**config.mk**
```make
export PLATFORM = sky130hd
export DESIGN_NAME = rsa_cmp_arbiter_flat
export DESIGN_NICKNAME = d
export VERILOG_FILES = /design/src/rtl/rsa_cmp_arbiter_pkg.sv /design/src/rtl/rsa_cmp_arbiter_if.sv /design/src/rtl/rsa_cmp_arbiter_rr_pick.sv /design/src/rtl/rsa_cmp_arbiter.sv /design/src/flat_wrapper.sv
export SDC_FILE = /design/constraint.sdc
export NUM_CORES = 1
export LEC_CHECK = 0
export BUFFER_PORTS_ARGS = -buffer_cell sky130_fd_sc_hd__buf_2
export CAP_MARGIN = 0
export CORE_AREA = 8 8 152 154
export DETAILED_ROUTE_END_ITERATION = 8
export DIE_AREA = 0 0 160 162
export GPL_TIMING_DRIVEN = 0
export SLEW_MARGIN = 40
export SYNTH_ARGS = -nofsm -noshare
export SYNTH_HDL_FRONTEND = slang
export SYNTH_SLANG_ARGS = --single-unit
```
**constraint.sdc**
```tcl
create_clock -name CLK -period 3.6 [get_ports CLK]
set_input_delay 0.54 -clock CLK [delete_from_list [all_inputs] [get_ports CLK]]
set_output_delay 0.54 -clock CLK [all_outputs]
set_load 0.03 [all_outputs]
```
**src/rtl/rsa_cmp_arbiter_pkg.sv**
```systemverilog
// Shared definitions for the RSA comparator arbiter.
// Contents: FSM state encoding, requester limit, default operand width and the
// default watchdog limit derived from the operand word count.
package rsa_cmp_arbiter_pkg;

  // Largest supported requester count.
  localparam int unsigned NumReqMax        = 8;
  // Operand word width and words per operand.
  localparam int unsigned DataWidthDefault = 32;
  localparam int unsigned TotalAddr        = 16;
  // Longest WAIT before a compare is treated as all-equal and aborted.
  localparam int unsigned TimeoutDefault   = 2 * TotalAddr + 8;

  typedef enum logic [2:0] {
    StIdle  = 3'd0,
    StGrant = 3'd1,
    StClr   = 3'd2,
    StStart = 3'd3,
    StWait  = 3'd4,
    StAbort = 3'd5,
    StDone  = 3'd6
  } state_e;

  // Width of a pointer that indexes n requesters.
  function automatic int unsigned ptr_width(input int unsigned n);
    return (n > 1) ? $clog2(n) : 1;
  endfunction

endpackage

```
**src/rtl/rsa_cmp_arbiter_if.sv**
```systemverilog
// Bundle of requester, operand-memory and comparator signals around the arbiter.
// Modports:
//   master - arbiter view: drives grants, done/result, memory reads and
//            comparator control/data.
//   slave  - environment view: requesters, operand memories and comparator.
interface rsa_cmp_arbiter_if
  import rsa_cmp_arbiter_pkg::*;
#(
  parameter int unsigned NUM_REQ    = 4,
  parameter int unsigned DATA_WIDTH = DataWidthDefault
) ();

  // Requester side
  logic [NUM_REQ-1:0]            req;
  logic [NUM_REQ-1:0]            gnt;
  logic [NUM_REQ-1:0]            done;
  logic                          result;
  logic                          eq;
  // Operand memories
  logic [NUM_REQ-1:0]            mem_r_en;
  logic [31:0]                   mem_addr;
  logic [NUM_REQ*DATA_WIDTH-1:0] mem_rdata1;
  logic [NUM_REQ*DATA_WIDTH-1:0] mem_rdata2;
  // Comparator side
  logic                          cmp_start;
  logic                          cmp_index_reset;
  logic                          cmp_r_en;
  logic [31:0]                   cmp_addr;
  logic [DATA_WIDTH-1:0]         cmp_rdata1;
  logic [DATA_WIDTH-1:0]         cmp_rdata2;
  logic                          cmp_result;
  logic                          cmp_ok;

  modport master (
    input  req, mem_rdata1, mem_rdata2, cmp_r_en, cmp_addr, cmp_result, cmp_ok,
    output gnt, done, result, eq, mem_r_en, mem_addr, cmp_start, cmp_index_reset,
           cmp_rdata1, cmp_rdata2
  );

  modport slave (
    output req, mem_rdata1, mem_rdata2, cmp_r_en, cmp_addr, cmp_result, cmp_ok,
    input  gnt, done, result, eq, mem_r_en, mem_addr, cmp_start, cmp_index_reset,
           cmp_rdata1, cmp_rdata2
  );

endinterface

```
**src/rtl/rsa_cmp_arbiter_rr_pick.sv**
```systemverilog
// Combinational round-robin selector.
// Ports:
//   req_i - request vector
//   ptr_i - index that has highest priority this round
//   gnt_o - one-hot pick: first set request at or after ptr_i, wrapping
//   any_o - at least one request is set
module rsa_cmp_arbiter_rr_pick
  import rsa_cmp_arbiter_pkg::*;
#(
  parameter int unsigned NUM_REQ = 4,
  localparam int unsigned PtrW   = ptr_width(NUM_REQ)
) (
  input  logic [NUM_REQ-1:0] req_i,
  input  logic [PtrW-1:0]    ptr_i,
  output logic [NUM_REQ-1:0] gnt_o,
  output logic               any_o
);

  logic [NUM_REQ-1:0] mask;
  logic [NUM_REQ-1:0] hi;
  logic [NUM_REQ-1:0] src;
  logic               found;

  // Requests at or above the pointer win; otherwise wrap to the lowest index.
  always_comb begin
    mask = '0;
    for (int j = 0; j < int'(NUM_REQ); j++) begin
      mask[j] = (j >= int'(ptr_i));
    end
    hi    = req_i & mask;
    src   = (|hi) ? hi : req_i;
    gnt_o = '0;
    found = 1'b0;
    for (int j = 0; j < int'(NUM_REQ); j++) begin
      if (src[j] && !found) begin
        gnt_o[j] = 1'b1;
        found    = 1'b1;
      end
    end
    any_o = |req_i;
  end

endmodule

```
**src/rtl/rsa_cmp_arbiter.sv**
```systemverilog
// Shares one multi-word RSA magnitude comparator between NUM_REQ requesters.
// Round-robin grant, comparator index re-arm and start, read-bus routing to the
// granted requester's operand memories, and a watchdog that aborts compares of
// operands equal in every word by forcing a 1/0 word mismatch.
// Ports:
//   CLK, RST_N - clock, asynchronous active-low reset
//   bus        - rsa_cmp_arbiter_if.master (requesters, memories, comparator)
module rsa_cmp_arbiter
  import rsa_cmp_arbiter_pkg::*;
#(
  parameter int unsigned NUM_REQ    = 4,
  parameter int unsigned DATA_WIDTH = DataWidthDefault,
  parameter int unsigned TIMEOUT    = TimeoutDefault
) (
  input logic               CLK,
  input logic               RST_N,
  rsa_cmp_arbiter_if.master bus
);

  localparam int unsigned PtrW = ptr_width(NUM_REQ);
  localparam int unsigned WdW  = $clog2(TIMEOUT + 1);

  state_e             state_q, state_d;
  logic [NUM_REQ-1:0] gnt_q, gnt_d;
  logic [PtrW-1:0]    ptr_q, ptr_d;
  logic [WdW-1:0]     wdog_q, wdog_d;
  logic               result_q, result_d;
  logic               eq_q, eq_d;

  logic [NUM_REQ-1:0] pick_gnt;
  logic               pick_any;
  logic [PtrW-1:0]    ptr_next;

  rsa_cmp_arbiter_rr_pick #(
    .NUM_REQ (NUM_REQ)
  ) u_rr_pick (
    .req_i (bus.req),
    .ptr_i (ptr_q),
    .gnt_o (pick_gnt),
    .any_o (pick_any)
  );

  // Pointer moves to the slot after the requester being served.
  always_comb begin
    ptr_next = '0;
    for (int j = 0; j < int'(NUM_REQ); j++) begin
      if (gnt_q[j]) begin
        ptr_next = (j == int'(NUM_REQ) - 1) ? '0 : PtrW'(j + 1);
      end
    end
  end

  always_comb begin
    state_d  = state_q;
    gnt_d    = gnt_q;
    ptr_d    = ptr_q;
    wdog_d   = wdog_q;
    result_d = result_q;
    eq_d     = eq_q;
    unique case (state_q)
      StIdle: begin
        // The pick is loaded on entry so gnt is already visible during GRANT.
        if (pick_any) begin
          gnt_d   = pick_gnt;
          state_d = StGrant;
        end
      end
      StGrant: state_d = StClr;
      StClr:   state_d = StStart;
      StStart: begin
        wdog_d  = '0;
        state_d = StWait;
      end
      StWait: begin
        wdog_d = wdog_q + WdW'(1);
        if (bus.cmp_ok) begin
          result_d = bus.cmp_result;
          eq_d     = 1'b0;
          state_d  = StDone;
        end else if (wdog_q == WdW'(TIMEOUT - 1)) begin
          state_d = StAbort;
        end
      end
      StAbort: begin
        // The comparator's verdict reflects the forced words, so drop it.
        if (bus.cmp_ok) begin
          result_d = 1'b0;
          eq_d     = 1'b1;
          state_d  = StDone;
        end
      end
      StDone: begin
        ptr_d   = ptr_next;
        gnt_d   = '0;
        state_d = StIdle;
      end
      default: state_d = StIdle;
    endcase
  end

  always_ff @(posedge CLK or negedge RST_N) begin
    if (!RST_N) begin
      state_q  <= StIdle;
      gnt_q    <= '0;
      ptr_q    <= '0;
      wdog_q   <= '0;
      result_q <= 1'b0;
      eq_q     <= 1'b0;
    end else begin
      state_q  <= state_d;
      gnt_q    <= gnt_d;
      ptr_q    <= ptr_d;
      wdog_q   <= wdog_d;
      result_q <= result_d;
      eq_q     <= eq_d;
    end
  end

  logic [DATA_WIDTH-1:0] rdata1_mux;
  logic [DATA_WIDTH-1:0] rdata2_mux;

  always_comb begin
    rdata1_mux = '0;
    rdata2_mux = '0;
    for (int j = 0; j < int'(NUM_REQ); j++) begin
      if (gnt_q[j]) begin
        rdata1_mux = rdata1_mux | bus.mem_rdata1[j*DATA_WIDTH +: DATA_WIDTH];
        rdata2_mux = rdata2_mux | bus.mem_rdata2[j*DATA_WIDTH +: DATA_WIDTH];
      end
    end
    if (state_q == StAbort) begin
      rdata1_mux = {{(DATA_WIDTH-1){1'b0}}, 1'b1};
      rdata2_mux = '0;
    end
  end

  assign bus.gnt             = gnt_q;
  assign bus.done            = (state_q == StDone) ? gnt_q : '0;
  assign bus.result          = result_q;
  assign bus.eq              = eq_q;
  assign bus.mem_addr        = bus.cmp_addr;
  assign bus.mem_r_en        = {NUM_REQ{bus.cmp_r_en}} & gnt_q;
  assign bus.cmp_start       = (state_q == StStart);
  assign bus.cmp_index_reset = (state_q == StClr);
  assign bus.cmp_rdata1      = rdata1_mux;
  assign bus.cmp_rdata2      = rdata2_mux;

endmodule

```
**src/flat_wrapper.sv**
```systemverilog
// flat-port wrapper written by rule: the top's interface ports become plain ports
module rsa_cmp_arbiter_flat import rsa_cmp_arbiter_pkg::*;
#(
  parameter int unsigned NUM_REQ    = 4,
  parameter int unsigned DATA_WIDTH = DataWidthDefault,
  parameter int unsigned TIMEOUT    = TimeoutDefault
)
  (CLK, RST_N, bus_req, bus_mem_rdata1, bus_mem_rdata2, bus_cmp_r_en, bus_cmp_addr, bus_cmp_result, bus_cmp_ok, bus_gnt, bus_done, bus_result, bus_eq, bus_mem_r_en, bus_mem_addr, bus_cmp_start, bus_cmp_index_reset, bus_cmp_rdata1, bus_cmp_rdata2);
  rsa_cmp_arbiter_if #(.NUM_REQ(NUM_REQ), .DATA_WIDTH(DATA_WIDTH)) bus_i ();
  input logic CLK;
  input logic RST_N;
  input wire logic [$bits(bus_i.req)-1:0] bus_req;
  input wire logic [$bits(bus_i.mem_rdata1)-1:0] bus_mem_rdata1;
  input wire logic [$bits(bus_i.mem_rdata2)-1:0] bus_mem_rdata2;
  input wire logic [$bits(bus_i.cmp_r_en)-1:0] bus_cmp_r_en;
  input wire logic [$bits(bus_i.cmp_addr)-1:0] bus_cmp_addr;
  input wire logic [$bits(bus_i.cmp_result)-1:0] bus_cmp_result;
  input wire logic [$bits(bus_i.cmp_ok)-1:0] bus_cmp_ok;
  output wire logic [$bits(bus_i.gnt)-1:0] bus_gnt;
  output wire logic [$bits(bus_i.done)-1:0] bus_done;
  output wire logic [$bits(bus_i.result)-1:0] bus_result;
  output wire logic [$bits(bus_i.eq)-1:0] bus_eq;
  output wire logic [$bits(bus_i.mem_r_en)-1:0] bus_mem_r_en;
  output wire logic [$bits(bus_i.mem_addr)-1:0] bus_mem_addr;
  output wire logic [$bits(bus_i.cmp_start)-1:0] bus_cmp_start;
  output wire logic [$bits(bus_i.cmp_index_reset)-1:0] bus_cmp_index_reset;
  output wire logic [$bits(bus_i.cmp_rdata1)-1:0] bus_cmp_rdata1;
  output wire logic [$bits(bus_i.cmp_rdata2)-1:0] bus_cmp_rdata2;
  assign bus_i.req = bus_req;
  assign bus_i.mem_rdata1 = bus_mem_rdata1;
  assign bus_i.mem_rdata2 = bus_mem_rdata2;
  assign bus_i.cmp_r_en = bus_cmp_r_en;
  assign bus_i.cmp_addr = bus_cmp_addr;
  assign bus_i.cmp_result = bus_cmp_result;
  assign bus_i.cmp_ok = bus_cmp_ok;
  assign bus_gnt = bus_i.gnt;
  assign bus_done = bus_i.done;
  assign bus_result = bus_i.result;
  assign bus_eq = bus_i.eq;
  assign bus_mem_r_en = bus_i.mem_r_en;
  assign bus_mem_addr = bus_i.mem_addr;
  assign bus_cmp_start = bus_i.cmp_start;
  assign bus_cmp_index_reset = bus_i.cmp_index_reset;
  assign bus_cmp_rdata1 = bus_i.cmp_rdata1;
  assign bus_cmp_rdata2 = bus_i.cmp_rdata2;
  rsa_cmp_arbiter #(.NUM_REQ(NUM_REQ), .DATA_WIDTH(DATA_WIDTH), .TIMEOUT(TIMEOUT)) u_core (.CLK(CLK), .RST_N(RST_N), .bus(bus_i));
endmodule
```
==> results of run 1 <==
## path summary, 6_finish.rpt
| kind | end | slack, ns | depth (start not counted) |
|---|---|---|---|
| max | bus_cmp_rdata2[27] | 0.86 | 6 |
| min | u_core.bus.result | 0.21 | 1 |
| max reg2reg | u_core.ptr_q[1] | 1.79 | 5 |
| min reg2reg | u_core.wdog_q[5] | 0.47 | 1 |
| max in group asynchronous | u_core.bus.gnt[0] | 3.12 | 1 |
| min in group CLK | u_core.wdog_q[5] | 0.47 | 1 |
## layer usage
layer  part of all wire, %  vias to the layer above
met4                  0.95                        0
met3                    10                       11
met5                     0                        -
li1                      -                     2152
met2                    50                      291
met1                    39                     2115
## report_power, final
part / internal, uW / total, uW / switching (uW)
sequential: 260 / 320 / 60.8
combinational: 1120 / 3620 / 2500
clock: 150 / 218 / 68.4
total: 1530 / 4160 / 2630
## kinds of logic after synthesis
logic type / share of synthesized area (%)
compound gates: 53.4
xor+xnor: 0.659
fa+ha+maj: 0.471
buf+inv: 16.5
flops: 16.0
mux: 1.98
simple gates: 11.0
## worst register-to-register path, stage by stage (launching register included)
cell	delay [ns]
dfrtp_1	0.34
clkbuf_1	0.39
buf_2	0.42
buf_2	0.31
nor2_1	0.08
o31ai_1	0.19
## state kept, by name, summed over array words and instances, names as in the netlist
register           count
u_core.wdog_q          6
u_core.bus.gnt         4
u_core.state_q         3
u_core.ptr_q           2
u_core.bus.eq          1
u_core.bus.result      1
## final cells by class
class | count | area, sq um
Fill cell | 2343 | 15700
Timing Repair Buffer | 376 | 1880
Multi-Input combinational cell | 266 | 1790
Sequential cell | 17 | 425
Buffer | 73 | 424
Tap cell | 275 | 344
Clock buffer | 4 | 78.8
Inverter | 4 | 15.0
## through the flow
step           setup slack (ns)  total power, uW  cells
3_3_place_gp               1.01             3950   1011
6_report                  0.861             4160   1015
4_1_cts                   0.748             4200   1015
3_5_place_dp               1.02             3970   1011
2_1_floorplan              1.29             2740    360
5_1_grt                   0.635             4450   1015
## placed cells by master, fill, tap and decap left out, types with 2 or more instances in the layout
master and instances:
mux2i_1 3, a21oi_1 68, nand2_1 10, o21ai_0 8
nand2b_1 3, nor2b_1 4, o32ai_1 2, clkbuf_16 3
clkbuf_1 23, a32o_1 3, inv_1 4, xnor2_1 2
and2_1 9, buf_2 391, nand3b_1 2, a22oi_1 127
nor2_1 5, buf_4 33, buf_1 2, dfrtp_1 17
mux2_2 2
==> results.md, run 1 <==
- Run status: finished, final reports clean
- # resized after CTS: 0
- Slew HR: 59.4%
- Asr flop ratio synth: 100%
- Worst r2r src: u_core.bus.gnt[2]
- Drc violations: 0
- CTS tree: yes
- Placed cell area: 4880 sq um
- Measured slew at the worst slew-check pin: roughly 0.61 ns
- DR vias/cell: around 4.5
- Overflow after GRT: 0
- Die height: 162 um
- Kind of critical path: register to output pin
- Chip Width: 160 um
- Vias in the first global route: between 4,000 and 5,000
- CP Launch Type: register
- Global-route wire length before repair: 28,300 um
- Final setup fails: 0
- Io pins: about 410
- H-tree levels: 1
- CTS buffer count: 3
- Share of the synthesized area in the top cell type: between 30% and 40%
- Final Critical Period: ~2.7 ns
- Starting DRC count in detailed routing: 324
- Gr usage total: 13.8%
- Clock skew: 0.00361 ns
- YS warnings: 0
- Post-CTS Hold Buffers: 0
- Initial antenna violation count: 1
- Die Area: 25,900 sq um
- Cell leakage power: ~0.0026 uW
- Yosys reg bits: 17
- Max cap viols: 0
- Final net count: 1,039
- EDFF count, synth: 0
- Critical-path top delay cell: buf_2
- RSZ-0062 raised after global routing: no
- Final wirelength: 19,900 um
- Final Wtd Congestion: 0.868
- Final period util: 76.1%
- Crit-path most repeated cell: buf_2
- Worst-Skew Late Latency: 0.24 ns
- CP Buf/Inv Count: 4
- Port bufs: between 300 and 400
- Setup TNS: 0 ns
- Clk root buf: clkbuf_16
- Worst vdd ir: 286 uV
- CP required: 3.06 ns
- Fmax: 0.365 GHz
- Synth Flop Type: dfrtp_1
- Cell taking the most area after synthesis: a22oi_1
- Final antenna-violating net count: 0
- Post-Syn Instances: 360
- GR Layer Usage met2: 24.1%
- Most numerous cell in the Yosys netlist: a22oi_1
- Layout cells sized above 1: about three fifths
- Worst-path maximum fanout: 10
- Worst hold slack: 0.206 ns
- Largest delay share family, worst path: buffers and inverters
- Syn Std Cell Area: 2660 sq um
- Final hold violation count: 0
- Pwr Density: 837 nW/um^2
- Top cells by count, synth: 127 x a22oi_1, 68 x a21oi_1, 33 x buf_4
- Post-synth net total: 658
- Met3 Use GR: 4.56%
- Post-route cell area: 4960 sq um
- Clock slew at reported path FFs: around 0.050 ns
- Final Util: about a quarter
- Largest net degree at the start of global routing: 18
- Placed wire-length estimate: around 17,000 um
- Initial Utilization: 12.9%
- Drt pass-1 iters: 7
- Worst path max stage delay: between 0.4 and 0.5 ns
- Syn Area/Cell: 7.39 sq um
- Hold Path Class: input pin to asynchronous set/reset pin
- Met1 usage: 16.4%
- Postcts setup bufs: 0
- Vias: 4,569
- Yosys cell types: 39
- Seq/Total Area, Yosys: 16.0%
- Busiest grt layer: met2
- Max-slew violations: 0
- CP cell instances: clkbuf_1, buf_2, buf_2, a22oi_1, a21oi_1, buf_2
- Num rows: 53
- # diodes: 0
- Max Buffers Root-to-Sink: 2
- Setup crit start: u_core.bus.gnt[2]
- Crit end category: output pin
- CTS sink count: 17
- Critical Path AT: 2.20 ns
- Core footprint: a little over 20,000 sq um
- Area Growth Syn to Fin: 86.7%
- Routed wire per std cell: between 15 and 20 um
- Synth area leaders: a22oi_1 36%, dfrtp_1 16%, a21oi_1 13%
Note: power is estimated with default switching activity, not from simulation.
==> inputs of run 2 (changes only) <==
==> constraint.sdc (replaced) <==
create_clock -name CLK -period 2.7 [get_ports CLK]
set_input_delay 0.405 -clock CLK [delete_from_list [all_inputs] [get_ports CLK]]
set_output_delay 0.405 -clock CLK [all_outputs]
set_load 0.03 [all_outputs]
==> results.md, run 2 (same netlist as run 1, synthesis figures left out) <==
- Run status: finished, final reports clean
- CTS tree: yes
- Reg with most FFs: u_core.wdog_q
- Fmax: 0.398 GHz
- Critical Path AT: 2.11 ns (-0.09 ns)
- Final Wtd Congestion: 0.868 (unchanged)
- Clock slew at reported path FFs: 0.05 ns (about the same)
- Core footprint: 20,700 sq um (unchanged)
- Crit end category: output pin
- Starting DRC count in detailed routing: 364 (+12%)
- Initial Utilization: 12.9% (unchanged)
- CP cell instances: buf_6, nor2b_1, and2_1, buf_2, buf_2, a21oi_1, buf_2
- Layout cells sized above 1: 59.8% (+0.84 points)
- Die height: 162 um (unchanged)
- Fillers: 2,338 (-0.21%)
- Worst-Skew Late Latency: 0.24 ns (about the same)
- Port bufs: 376 (unchanged)
- Setup TNS: 0 ns (unchanged)
- Hold Path Class: input pin to asynchronous set/reset pin
- Largest net degree at the start of global routing: 18 (unchanged)
- Postcts setup bufs: 0 (unchanged)
- Max Buffers Root-to-Sink: 2 (unchanged)
- Num rows: 53 (unchanged)
- Vias: 4,570 (+0.022%)
- Routed wire per std cell: 19.5 um (-0.35%)
- Post-CTS Hold Buffers: 0 (unchanged)
- Die Area: 25,900 sq um (unchanged)
- Gr usage total: 13.7% (about the same)
- Clock skew: 0.00347 ns (-0.000146 ns)
- Max FFs per register: 6 (unchanged)
- Overflow after GRT: 0 (unchanged)
- Max-slew violations: 0 (unchanged)
- Area Growth Syn to Fin: 86.7% (about the same)
- RSZ-0062 raised after global routing: no
- Final net count: 1,037 (-0.19%)
- Chip Width: 160 um (unchanged)
- Total power: 5540 uW (+33%)
- Initial antenna violation count: 1 (unchanged)
- Critical-path top delay cell: buf_2
- Vias in the first global route: 4,598 (unchanged)
- Measured slew at the worst slew-check pin: 0.602 ns (-0.00694 ns)
- CP Launch Type: register
- CP required: 2.30 ns (-0.76 ns)
- CTS buffer count: 3 (unchanged)
- Final wirelength: 19,800 um (-0.45%)
- CP Buf/Inv Count: 4 (unchanged)
- H-tree levels: 1 (unchanged)
- Final period util: slightly above 90%
- Clk root buf: clkbuf_16
- Largest delay share family, worst path: buffers and inverters
- Drt pass-1 iters: 6 (-1)
- Max cap viols: 0 (unchanged)
- Pwr Density: 1120 nW/um^2 (+33%)
- Most common cell after layout, fill and taps aside: buf_2
- Cell leakage power: 0.00258 uW (+0.53%)
- Drc violations: 0 (unchanged)
- Worst path max stage delay: 0.42 ns (about the same)
- Placed wire-length estimate: 17,100 um (unchanged)
- Crit-path most repeated cell: buf_2
- Final Critical Period: ~2.5 ns
- Final antenna-violating net count: 0 (unchanged)
- Worst-path maximum fanout: 10 (unchanged)
- DR vias/cell: 4.51 (+0.12%)
- Worst vdd ir: 381 uV (+33%)
- Final hold violation count: 0 (unchanged)
- Global-route wire length before repair: 28,300 um (about the same)
- Final setup fails: 0 (unchanged)
- Most frequent cells in the layout: 391 x buf_2, 127 x a22oi_1, 68 x a21oi_1, 33 x buf_4, 18 x clkbuf_1
- Io pins: 409 (unchanged)
- Kind of critical path: register to output pin
- CTS sink count: 17 (unchanged)
- Slew HR: 59.8% (+0.46 points)
run 2: timing repair:
action | in CTS | in global routing
endpoints found under the setup margin | 2 | 18
resized for setup | 0 | 8
gates cloned | 0 | 0
hold endpoints to repair | 0 | 0
run 2: through the flow:
| step | hold slack [ns] | setup WS (ns) | area, sq um | cells | utilization, % |
|---|---|---|---|---|---|
| 6_report | 0.0711 | 0.187 | 4960 | 1014 | 24.0 |
| 3_5_place_dp | 0.350 | 0.251 | 4880 | 1011 | 23.6 |
| 2_1_floorplan | 0.109 | 0.520 | 2660 | 360 | - |
| 4_1_cts | 0.0888 | 0.0712 | 4960 | 1014 | 24.0 |
| 3_3_place_gp | 0.345 | 0.248 | 4880 | 1011 | 23.6 |
| 5_1_grt | 0.105 | 0.0485 | 4960 | 1013 | 24.0 |
run 2: power by group:
part	total, uW	switching, uW	internal [uW]
registers	445	98.6	346
clock network	291	91.4	200
logic	4800	3310	1490
run 2: area by class of cell:
cell class | count | area, sq um | area share [%]
tap | 275 | 344 | 6.93
timing repair buffer | 376 | 1880 | 37.9
buffer | 71 | 423 | 8.52
sequential | 17 | 425 | 8.57
antenna | 1 | 2.50 | 0.0504
inverter | 4 | 15.0 | 0.302
clock buffer | 4 | 78.8 | 1.59
multi-input combinational | 266 | 1790 | 36.1
run 2: path summary, 6_finish.rpt:
check	startpoint	end	slack (ns)	cells past startpoint
setup / recovery	u_core.state_q[1]	bus_cmp_rdata1[6]	0.19	7
hold / removal	RST_N	u_core.bus.result	0.07	1
setup reg to reg	u_core.bus.gnt[2]	u_core.ptr_q[1]	1.09	4
hold reg to reg	u_core.wdog_q[5]	u_core.wdog_q[5]	0.47	1
max in group asynchronous	RST_N	u_core.bus.gnt[0]	2.36	1
min in group CLK	bus_cmp_ok	u_core.state_q[0]	0.38	2
run 2: per-layer routing:
metal / vias to the layer above / part of all wire [%] / track usage, %
met1: 2100 / 38 / 16.3
met4: 0 / 1.2 / 1.95
met3: 17 / 11 / 4.56
li1: 2149 / - / -
met5: - / 0 / 0
met2: 304 / 50 / 24.1
==> inputs of run 3 (changes only) <==
==> constraint.sdc (replaced) <==
create_clock -name CLK -period 2.7 [get_ports CLK]
set_input_delay 0.405 -clock CLK [delete_from_list [all_inputs] [get_ports CLK]]
set_output_delay 0.405 -clock CLK [all_outputs]
set_load 0.1 [all_outputs]
==> results.md, run 3 (same netlist as run 1, synthesis figures left out) <==
- Final period util: 95.1% (+2.1 points)
- Max-slew violations: 0 (unchanged)
- Post-CTS Hold Buffers: 0 (unchanged)
- M1 WL: 8320 um (+9.1%)
- Flop2flop setup slack: 1.16 ns (+0.07 ns)
- Gr usage total: 14.0% (+0.26 points)
- Num rows: 53 (unchanged)
- Slew HR: 59.3% (-0.58 points)
- Drc violations: 0 (unchanged)
- Largest net degree at the start of global routing: 18 (unchanged)
- Worst-Skew Late Latency: 0.25 ns (about the same)
- Critical-path top delay cell: buf_2
- Worst path max stage delay: 0.44 ns (+0.02 ns)
- Core footprint: 20,700 sq um (unchanged)
- Crit end category: output pin
- Placed wire-length estimate: 17,200 um (+0.49%)
- CTS buffer count: 3 (unchanged)
- Measured slew at the worst slew-check pin: 0.611 ns (+0.00868 ns)
- Final Util: 27.9% (+3.9 points)
- DR vias/cell: 4.48 (-0.54%)
- Final wirelength: 20,200 um (+1.9%)
- Reg with most FFs: u_core.wdog_q
- Die height: 162 um (unchanged)
- Worst hold slack: 0.0643 ns (-0.00686 ns)
- Worst-path maximum fanout: 10 (unchanged)
- RSZ-0062 raised after global routing: no
- Area Growth Syn to Fin: 117%
- CTS sink count: 17 (unchanged)
- Max Buffers Root-to-Sink: 2 (unchanged)
- Port bufs: 376 (unchanged)
- Drt pass-1 iters: 5 (-1)
- Area occupied by multi-input gates: 2500 sq um (+39%)
- Fillers: 2,257 (-3.5%)
- CP required: 2.30 ns (about the same)
- Vias in the first global route: 4,757 (+3.5%)
- H-tree levels: 1 (unchanged)
- Initial Utilization: 12.9% (unchanged)
- Clk root buf: clkbuf_16
- Final antenna-violating net count: 0 (unchanged)
- Met3 WL: 1690 um (-20%)
- Layout cells sized above 1: 69.6% (+9.8 points)
- FF+latch area: 430 sq um (+1.2%)
- Final setup fails: 0 (unchanged)
- Largest delay share family, worst path: buffers and inverters
- Global-route wire length before repair: 28,900 um (+2.3%)
- Most common cell after layout, fill and taps aside: buf_2
- CP Buf/Inv Count: 4 (unchanged)
- Clock skew: 0.00454 ns (+0.00107 ns)
- Final Critical Period: 2.57 ns (+0.0554 ns)
- Clock slew at reported path FFs: 0.05 ns (about the same)
- Overflow after GRT: 0 (unchanged)
- CTS tree: yes
- Critical Path AT: 2.16 ns (+0.05 ns)
- Final net count: 1,038 (+0.096%)
- Vias: 4,550 (-0.44%)
- Initial antenna violation count: 1 (unchanged)
- Kind of critical path: register to output pin
- Metal2 WL: 10,000 um (+1.6%)
- Max cap viols: 0 (unchanged)
- Postcts setup bufs: 0 (unchanged)
- Crit-path most repeated cell: buf_4
- Placed cells: 1,011 (unchanged)
- CP cell instances: buf_4, nor2b_1, and2_1, clkbuf_4, buf_4, a21oi_4, buf_2
- Fmax: 0.389 GHz (-2.2%)
- Final Wtd Congestion: 0.859 (-1.0%)
- Starting DRC count in detailed routing: 346 (-4.9%)
- Routed wire per std cell: 19.9 um (+1.8%)
- Most frequent cells in the layout: 360 x buf_2, 127 x a22oi_1, 62 x a21oi_4, 58 x buf_4, 14 x clkbuf_1
- Non-filler instance count after layout: 1,015 (+0.099%)
- Run status: finished, final reports clean
- Io pins: 409 (unchanged)
- Chip Width: 160 um (unchanged)
- Die Area: 25,900 sq um (unchanged)
- CP Launch Type: register
- Final hold violation count: 0 (unchanged)
- Max FFs per register: 6 (unchanged)
- Hold Path Class: input pin to asynchronous set/reset pin
- Uppermost layer routed: met4
run 3: worst reg2reg max path, delay by kind of cell, from the launching register on:
kind | cells | cell delay [ns]
buffers and inverters | 3 | 0.86
DFF | 1 | 0.35
AOI/OAI and AO/OA | 1 | 0.19
and+or+nand+nor | 1 | 0.06
run 3: per-stage QoR:
| step | setup WS [ns] | TNS (ns) | instance area, sq um |
|---|---|---|---|
| 6_report | 0.132 | 0 | 5770 |
| 5_1_grt | 0.0222 | 0 | 5770 |
| 4_1_cts | -0.0980 | -2.86 | 5730 |
| 3_5_place_dp | -0.0203 | -0.0430 | 5600 |
| 3_3_place_gp | -0.0305 | -0.0597 | 5600 |
| 2_1_floorplan | -0.198 | -0.198 | 3370 |
run 3: path summary, 6_finish.rpt:
path	start	end	cells after the start
setup / recovery	u_core.state_q[2]	bus_cmp_rdata1[25]	7
hold / removal	RST_N	u_core.wdog_q[1]	1
setup reg to reg	u_core.bus.gnt[1]	u_core.ptr_q[1]	5
hold reg to reg	u_core.wdog_q[5]	u_core.wdog_q[5]	1
max in group asynchronous	RST_N	u_core.bus.gnt[3]	1
min in group CLK	bus_cmp_ok	u_core.state_q[0]	2
run 3: layout make-up:
| cell class | count | area share (%) |
|---|---|---|
| multi-input cells | 266 | 43.3 |
| repair buffers | 376 | 33.7 |
| plain buffers | 72 | 7.85 |
| flip-flops and latches | 17 | 7.46 |
| well taps | 275 | 5.96 |
| clock buffers | 3 | 1.30 |
| inverters | 4 | 0.260 |
| clock inverters | 1 | 0.0867 |
| diodes | 1 | 0.0433 |
run 3: layer usage:
metal  track usage (%)  vias to the layer above
li1                  -                     2147
met1              16.8                     2119
met2              24.5                      267
met3              3.97                       17
met4              2.72                        0
met5                 0                        -
run 3: what timing repair did:
action	CTS	global route
hold endpoints to repair	0	0
endpoints found under the setup margin	68	61
resized for setup	25	29
Power of run 3 is not shown: default switching activity piles up to over one toggle a cycle in this logic, so the estimate is an artifact.
